`config.mk`:
```
export PLATFORM = sky130hd
export DESIGN_NAME = param_write_scheduler
export DESIGN_NICKNAME = d
export VERILOG_FILES = /design/src/rtl/tone_gen_pkg.sv /design/src/rtl/param_write_scheduler_write_fifo.sv /design/src/rtl/param_write_scheduler.sv
export SDC_FILE = /design/constraint.sdc
export NUM_CORES = 1
export LEC_CHECK = 0
export CORE_UTILIZATION = 57
export CTS_CLUSTER_SIZE = 14
export DETAILED_ROUTE_END_ITERATION = 7
export GPL_TIMING_DRIVEN = 0
export PLACE_DENSITY = 0.79
export SLEW_MARGIN = 20
export SYNTH_ARGS = -nofsm -noshare
export SYNTH_HDL_FRONTEND = slang
export SYNTH_SLANG_ARGS = --single-unit
export TNS_END_PERCENT = 1
```
`constraint.sdc`:
```
create_clock -name clk_in -period 2.9 [get_ports clk_in]
set_input_delay 0.58 -clock clk_in [delete_from_list [all_inputs] [get_ports clk_in]]
set_output_delay 0.58 -clock clk_in [all_outputs]
set_load 0.005 [all_outputs]
```
`src/rtl/tone_gen_pkg.sv`:
```
// tone_gen_pkg: address map, window timing and write-request type shared by the tone generator.
package tone_gen_pkg;
  localparam logic [5:0] INCR_BASE = 6'h00;
  localparam logic [5:0] VOLUME_ADDR = 6'h04;
  localparam logic [5:0] WAVE_ADDR = 6'h08;
  localparam logic [5:0] LUT_BASE = 6'h20;
  localparam int WINDOW_LEN = 16;
  localparam int COUNT_W = 10;
  typedef struct packed {
    logic [5:0] addr;
    logic [15:0] data;
  } wr_req_t;
  // 0x0C..0x1F has no register behind it
  function automatic logic unmapped(input logic [5:0] a);
    return a >= (WAVE_ADDR + 6'd4) && a < LUT_BASE;
  endfunction
endpackage

```
`src/rtl/param_write_scheduler_write_fifo.sv`:
```
// write_fifo: synchronous FIFO of write requests; push refused while full even if popping.
module write_fifo
  import tone_gen_pkg::*;
#(
  parameter int DEPTH = 4
) (
  input  logic    clk_in,
  input  logic    reset_in,
  input  logic    push,
  input  logic    pop,
  input  wr_req_t wdata,
  output wr_req_t rdata,
  output logic    full,
  output logic    empty
);
  localparam int AW = $clog2(DEPTH);
  logic [AW:0] wp, rp;
  wr_req_t mem [DEPTH];
  assign empty = wp == rp;
  assign full = (wp[AW] != rp[AW]) && (wp[AW-1:0] == rp[AW-1:0]);
  assign rdata = mem[rp[AW-1:0]];
  always_ff @(posedge clk_in) begin
    if (reset_in) begin
      wp <= '0;
      rp <= '0;
    end else begin
      if (push && !full) begin
        mem[wp[AW-1:0]] <= wdata;
        wp <= wp + 1'b1;
      end
      if (pop && !empty) rp <= rp + 1'b1;
    end
  end
endmodule

```
`src/rtl/param_write_scheduler.sv`:
```
// param_write_scheduler: arbitrates host/sequencer register writes around the synthesis window.
// FIXED_PRIO_EN: host always wins instead of round-robin.
module param_write_scheduler
  import tone_gen_pkg::*;
#(
  parameter int FIFO_DEPTH = 4
) (
  input  logic               clk_in,
  input  logic               reset_in,
  input  logic               host_valid_in,
  input  logic [5:0]         host_addr_in,
  input  logic [15:0]        host_data_in,
  output logic               host_ready_out,
  input  logic               seq_valid_in,
  input  logic [5:0]         seq_addr_in,
  input  logic [15:0]        seq_data_in,
  output logic               seq_ready_out,
  output logic [COUNT_W-1:0] master_count_out,
  output logic [5:0]         addr_out,
  output logic [15:0]        data_out,
  output logic               data_valid_out,
  output logic               busy_out
);
  wr_req_t host_head, seq_head, head;
  logic host_full, host_empty, seq_full, seq_empty;
  logic can_pop, pop_any, pick_seq, issue;
  write_fifo #(.DEPTH(FIFO_DEPTH)) u_host (
    .clk_in(clk_in), .reset_in(reset_in), .push(host_valid_in), .pop(pop_any && !pick_seq),
    .wdata('{addr: host_addr_in, data: host_data_in}), .rdata(host_head),
    .full(host_full), .empty(host_empty)
  );
  write_fifo #(.DEPTH(FIFO_DEPTH)) u_seq (
    .clk_in(clk_in), .reset_in(reset_in), .push(seq_valid_in), .pop(pop_any && pick_seq),
    .wdata('{addr: seq_addr_in, data: seq_data_in}), .rdata(seq_head),
    .full(seq_full), .empty(seq_empty)
  );
  assign host_ready_out = !host_full;
  assign seq_ready_out = !seq_full;
  // a pop issues next cycle, so the count that follows must be outside the window
  assign can_pop = !(master_count_out == '1 || master_count_out < COUNT_W'(WINDOW_LEN - 1));
  assign pop_any = can_pop && !(host_empty && seq_empty);
`ifdef FIXED_PRIO_EN
  assign pick_seq = !seq_empty && host_empty;
`else
  logic rr_seq;
  assign pick_seq = !seq_empty && (host_empty || rr_seq);
`endif
  assign head = pick_seq ? seq_head : host_head;
  assign issue = pop_any && !unmapped(head.addr);
  assign busy_out = !host_empty || !seq_empty || data_valid_out;
  always_ff @(posedge clk_in) begin
    if (reset_in) begin
      master_count_out <= '0;
      data_valid_out <= 1'b0;
      addr_out <= '0;
      data_out <= '0;
`ifndef FIXED_PRIO_EN
      rr_seq <= 1'b0;
`endif
    end else begin
      master_count_out <= master_count_out + 1'b1;
      data_valid_out <= issue;
      if (issue) begin
        addr_out <= head.addr;
        data_out <= head.data;
      end
`ifndef FIXED_PRIO_EN
      if (pop_any) rr_seq <= !pick_seq;
`endif
    end
  end
endmodule
```
==> flow_summary.json <==
{
  "run_status": "complete, no violations",
  "cp.arrival_ns": 3.08,
  "dr_wl_met2_mm": 9.14,
  "muxShareOfSynthArea_pct": 13.2,
  "synth_edf_count": 176,
  "clk_latency_ns": 0.51,
  "crit_chain": "clkbuf_1, clkbuf_1, mux4_2, mux2_2, a211oi_2, nor3_2",
  "n_antenna_cell": 0,
  "cts_buffers": 23,
  "io_pins": 84,
  "maxCapViolCount": 0,
  "drtAntennaViolNets": 0,
  "p_leak_nw": 3.49,
  "grt_max_degree": 23,
  "ys_types": 41,
  "syn_area_um2": 9150,
  "drcViolationCount": 0,
  "grt_overflow": 0,
  "syn_inst": 518,
  "die_area_um2": 16600,
  "cts_max_level": 1,
  "yosysWarnings": 0,
  "synth-compound-area-share_pct": 6.39,
  "synth-xor-area-share_pct": 1.82,
  "cp-start-kind": "flip-flop",
  "area_growth_pct": 20.2,
  "synth_top_area_share_pct": 57.8,
  "final_hold_viol_count": 0,
  "fin_nets": 685,
  "first_iter_violations": 283,
  "grt.total_usage_pct": 23.7,
  "post_cts_resized": 0,
  "die_w_um": 129,
  "hold_path_class": "flip-flop to flip-flop",
  "top_layer_used": "met4",
  "setup_ws_ns": 0.193,
  "synth_top_family_by_area": "multiplexers",
  "first_pass_iters": 5,
  "syn-num-nets": 577,
  "whs_endpoint": "master_count_out[0]",
  "synth_fa_ha_area_share_pct": 1.50,
  "rows": 45,
  "cts_tree": "yes",
  "place_ws_ns": 0.195,
  "start_util_pct": 59.3,
  "postCtsSetupRepairBufs": 0,
  "fmax_mhz": 369,
  "dieHeight_um": 129,
  "ff2ff_path_depth": 6,
  "peakVddDrop_v": 0.000525,
  "skew_ns": 0.0231,
  "synth-simple-area-share_pct": 6.44,
  "rsz0062_at_grt": "false",
  "grt_antenna_before_repair": 0,
  "hold_buffers": 0,
  "dr_wl_met3_um": 952,
  "crit_path_frequent_cell": "clkbuf_1",
  "post-route-min-period_ns": 2.71,
  "drive_above_1_share_pct": 25.3,
  "ys.flop_type": "edfxtp_1",
  "ys_seq_area_share_pct": 68.7,
  "placed_cell_area_um2": 10300,
  "critPathCaptureType": "flip-flop",
  "worst_pin_slew_ns": 0.728,
  "crit_required_ns": 3.27,
  "max_stage_delay_ns": 0.58,
  "clockBufferDepth": 3,
  "grt_pass1_vias": 5297,
  "core_um2": 15400,
  "port-buffer-count": 83,
  "crit_fanout": 10,
  "root_buffer": "clkbuf_16",
  "synth_area_leaders": "edfxtp_1, dfxtp_1, mux4_2",
  "grt_pass1_wl_mm": 29.1,
  "final.setup.tns_ns": 0,
  "async_reset_ff_share_pct": 0,
  "path_class": "flip-flop to flip-flop",
  "slew_violations": 0,
  "synth_top_area_cell": "edfxtp_1",
  "synth_seq_cells": 226,
  "max_slew_margin_pct": 51.5,
  "vias": 5028,
  "drt_wl_total_mm": 18.3,
  "cts.sinks": 226,
  "viasPerCell": 5.89,
  "path_clk_slew_ns": 0.06,
  "r2r_end": "data_out[6]",
  "wl_per_cell_um": 21.4,
  "hpwlAfterDp_mm": 12.5,
  "cp_slowest_cell": "clkbuf_1",
  "hp-start": "master_count_out[0]",
  "wl_met1_mm": 7.61,
  "finalSetupViolations": 0,
  "final_area_um2": 11000,
  "avgSynthCellArea_um2": 17.7,
  "rrSetupSlack_ns": 0.19,
  "whs_path_depth": 1,
  "fin_crit_sh_pct": 93.4,
  "power_density_nw_per_um2": 639,
  "globalplace.congestion": 0.886
}
==> synthesized netlist by cell type, drive strengths merged, types with 9 or more instances <==
master and number:
a211oi 40, a21oi 10, and2 10, buf 19, clkbuf 9, dfxtp 50
edfxtp 176, ha 11, mux2 18, mux4 44, nand2 10, nand3 16
nor2 23, nor3 23, xor2 11
==> cells by family after synthesis <==
logic type,count (synthesis)
AO/OA/AOI/OAI,67
XOR/XNOR,19
adder cells (fa/ha/maj),11
buffers and inverters,35
flip-flops,226
multiplexers,63
AND/OR/NAND/NOR,97
==> area by class of cell <==
cell class	instances	area, um2
buffer	28	156
clock buffer	29	598
clock inverter	13	144
fill	989	4430
inverter	7	26.3
multi-input combinational	257	2690
sequential	226	6290
tap	211	264
timing repair buffer	83	831
==> worst max-delay path: cells and delay by family (launching register included) <==
kind / cells / cell delay [ns]
AND/OR/NAND/NOR: 1 / 0.06
flip-flops: 1 / 0.40
buffers and inverters: 2 / 1.09
multiplexers: 2 / 0.79
AO/OA/AOI/OAI: 1 / 0.22
==> through the flow <==
| step | instances | power, mW | util [%] | hold slack, ns |
|---|---|---|---|---|
| global placement | 812 | 4.17 | 66.4 | 0.446 |
| detailed placement | 812 | 4.19 | 66.5 | 0.461 |
| floorplan | 518 | 3.98 | - | 0.444 |
| finish | 854 | 7.03 | 71.3 | 0.469 |
| CTS | 854 | 7.07 | 71.3 | 0.476 |
| global route | 854 | 7.24 | 71.3 | 0.498 |
==> metal layers <==
layer / global-route usage [%] / vias to the layer above
li1: - / 2284
met1: 31.6 / 2543
met2: 39.3 / 161
met3: 3.58 / 40
met4: 9.76 / 0
met5: 0 / -
==> flip-flops by register name, summed over array words and instances (netlist names), named ones only <==
| register | flops |
|---|---|
| rr_seq | 1 |
| u_host.mem | 88 |
| master_count_out | 10 |
| u_seq.wp | 3 |
| u_seq.rp | 3 |
| u_seq.mem | 88 |
| u_host.rp | 3 |
| data_valid_out | 1 |
| data_out | 16 |
| u_host.wp | 3 |
| addr_out | 6 |
==> worst max-delay path by stage <==
stage	endpoint	cells after the start
2_1_floorplan	data_out[3]	6
3_3_place_gp	u_host.mem[1][11]	4
3_5_place_dp	data_out[6]	6
4_1_cts	data_out[6]	6
5_1_grt	data_out[6]	6
6_report	data_out[6]	6
==> placed cells by master, fill, tap and decap left out, types with 3 or more instances in the layout <==
cell type        Yosys  routed
xnor2_1              8       8
inv_1                7       7
nor3_2              20      20
or3_1                3       3
and2_2               0       8
nand2_1             10      10
clkbuf_16            0      23
clkinv_2             0       3
nand3b_1             3       3
xor2_1              11      11
edfxtp_1           176     176
mux2_2              18      18
a211oi_1            21      21
clkdlybuf4s50_1      0      83
nor3_1               3       3
mux4_2              44      44
ha_1                11      11
o21ai_0              6       6
clkbuf_1             9      15
nand3_1             16      16
bufinv_16            0       3
dfxtp_1             50      50
and3_1               4       4
nor2_1              22      22
a211oi_2            19      19
clkinv_1             0       4
a21oi_1             10      10
a21boi_1             3       3
buf_6                4       4
buf_2               11      11
==> report_power, final <==
part           internal (mW)  switching (mW)  total [mW]  leakage [nW]
Combinational          0.223           0.297       0.520          1.13
Clock                   1.73            1.17        2.90         0.356
Sequential              3.58          0.0289        3.61          2.00
Total                   5.53            1.50        7.03          3.49
(Power assumes the default switching activity.)
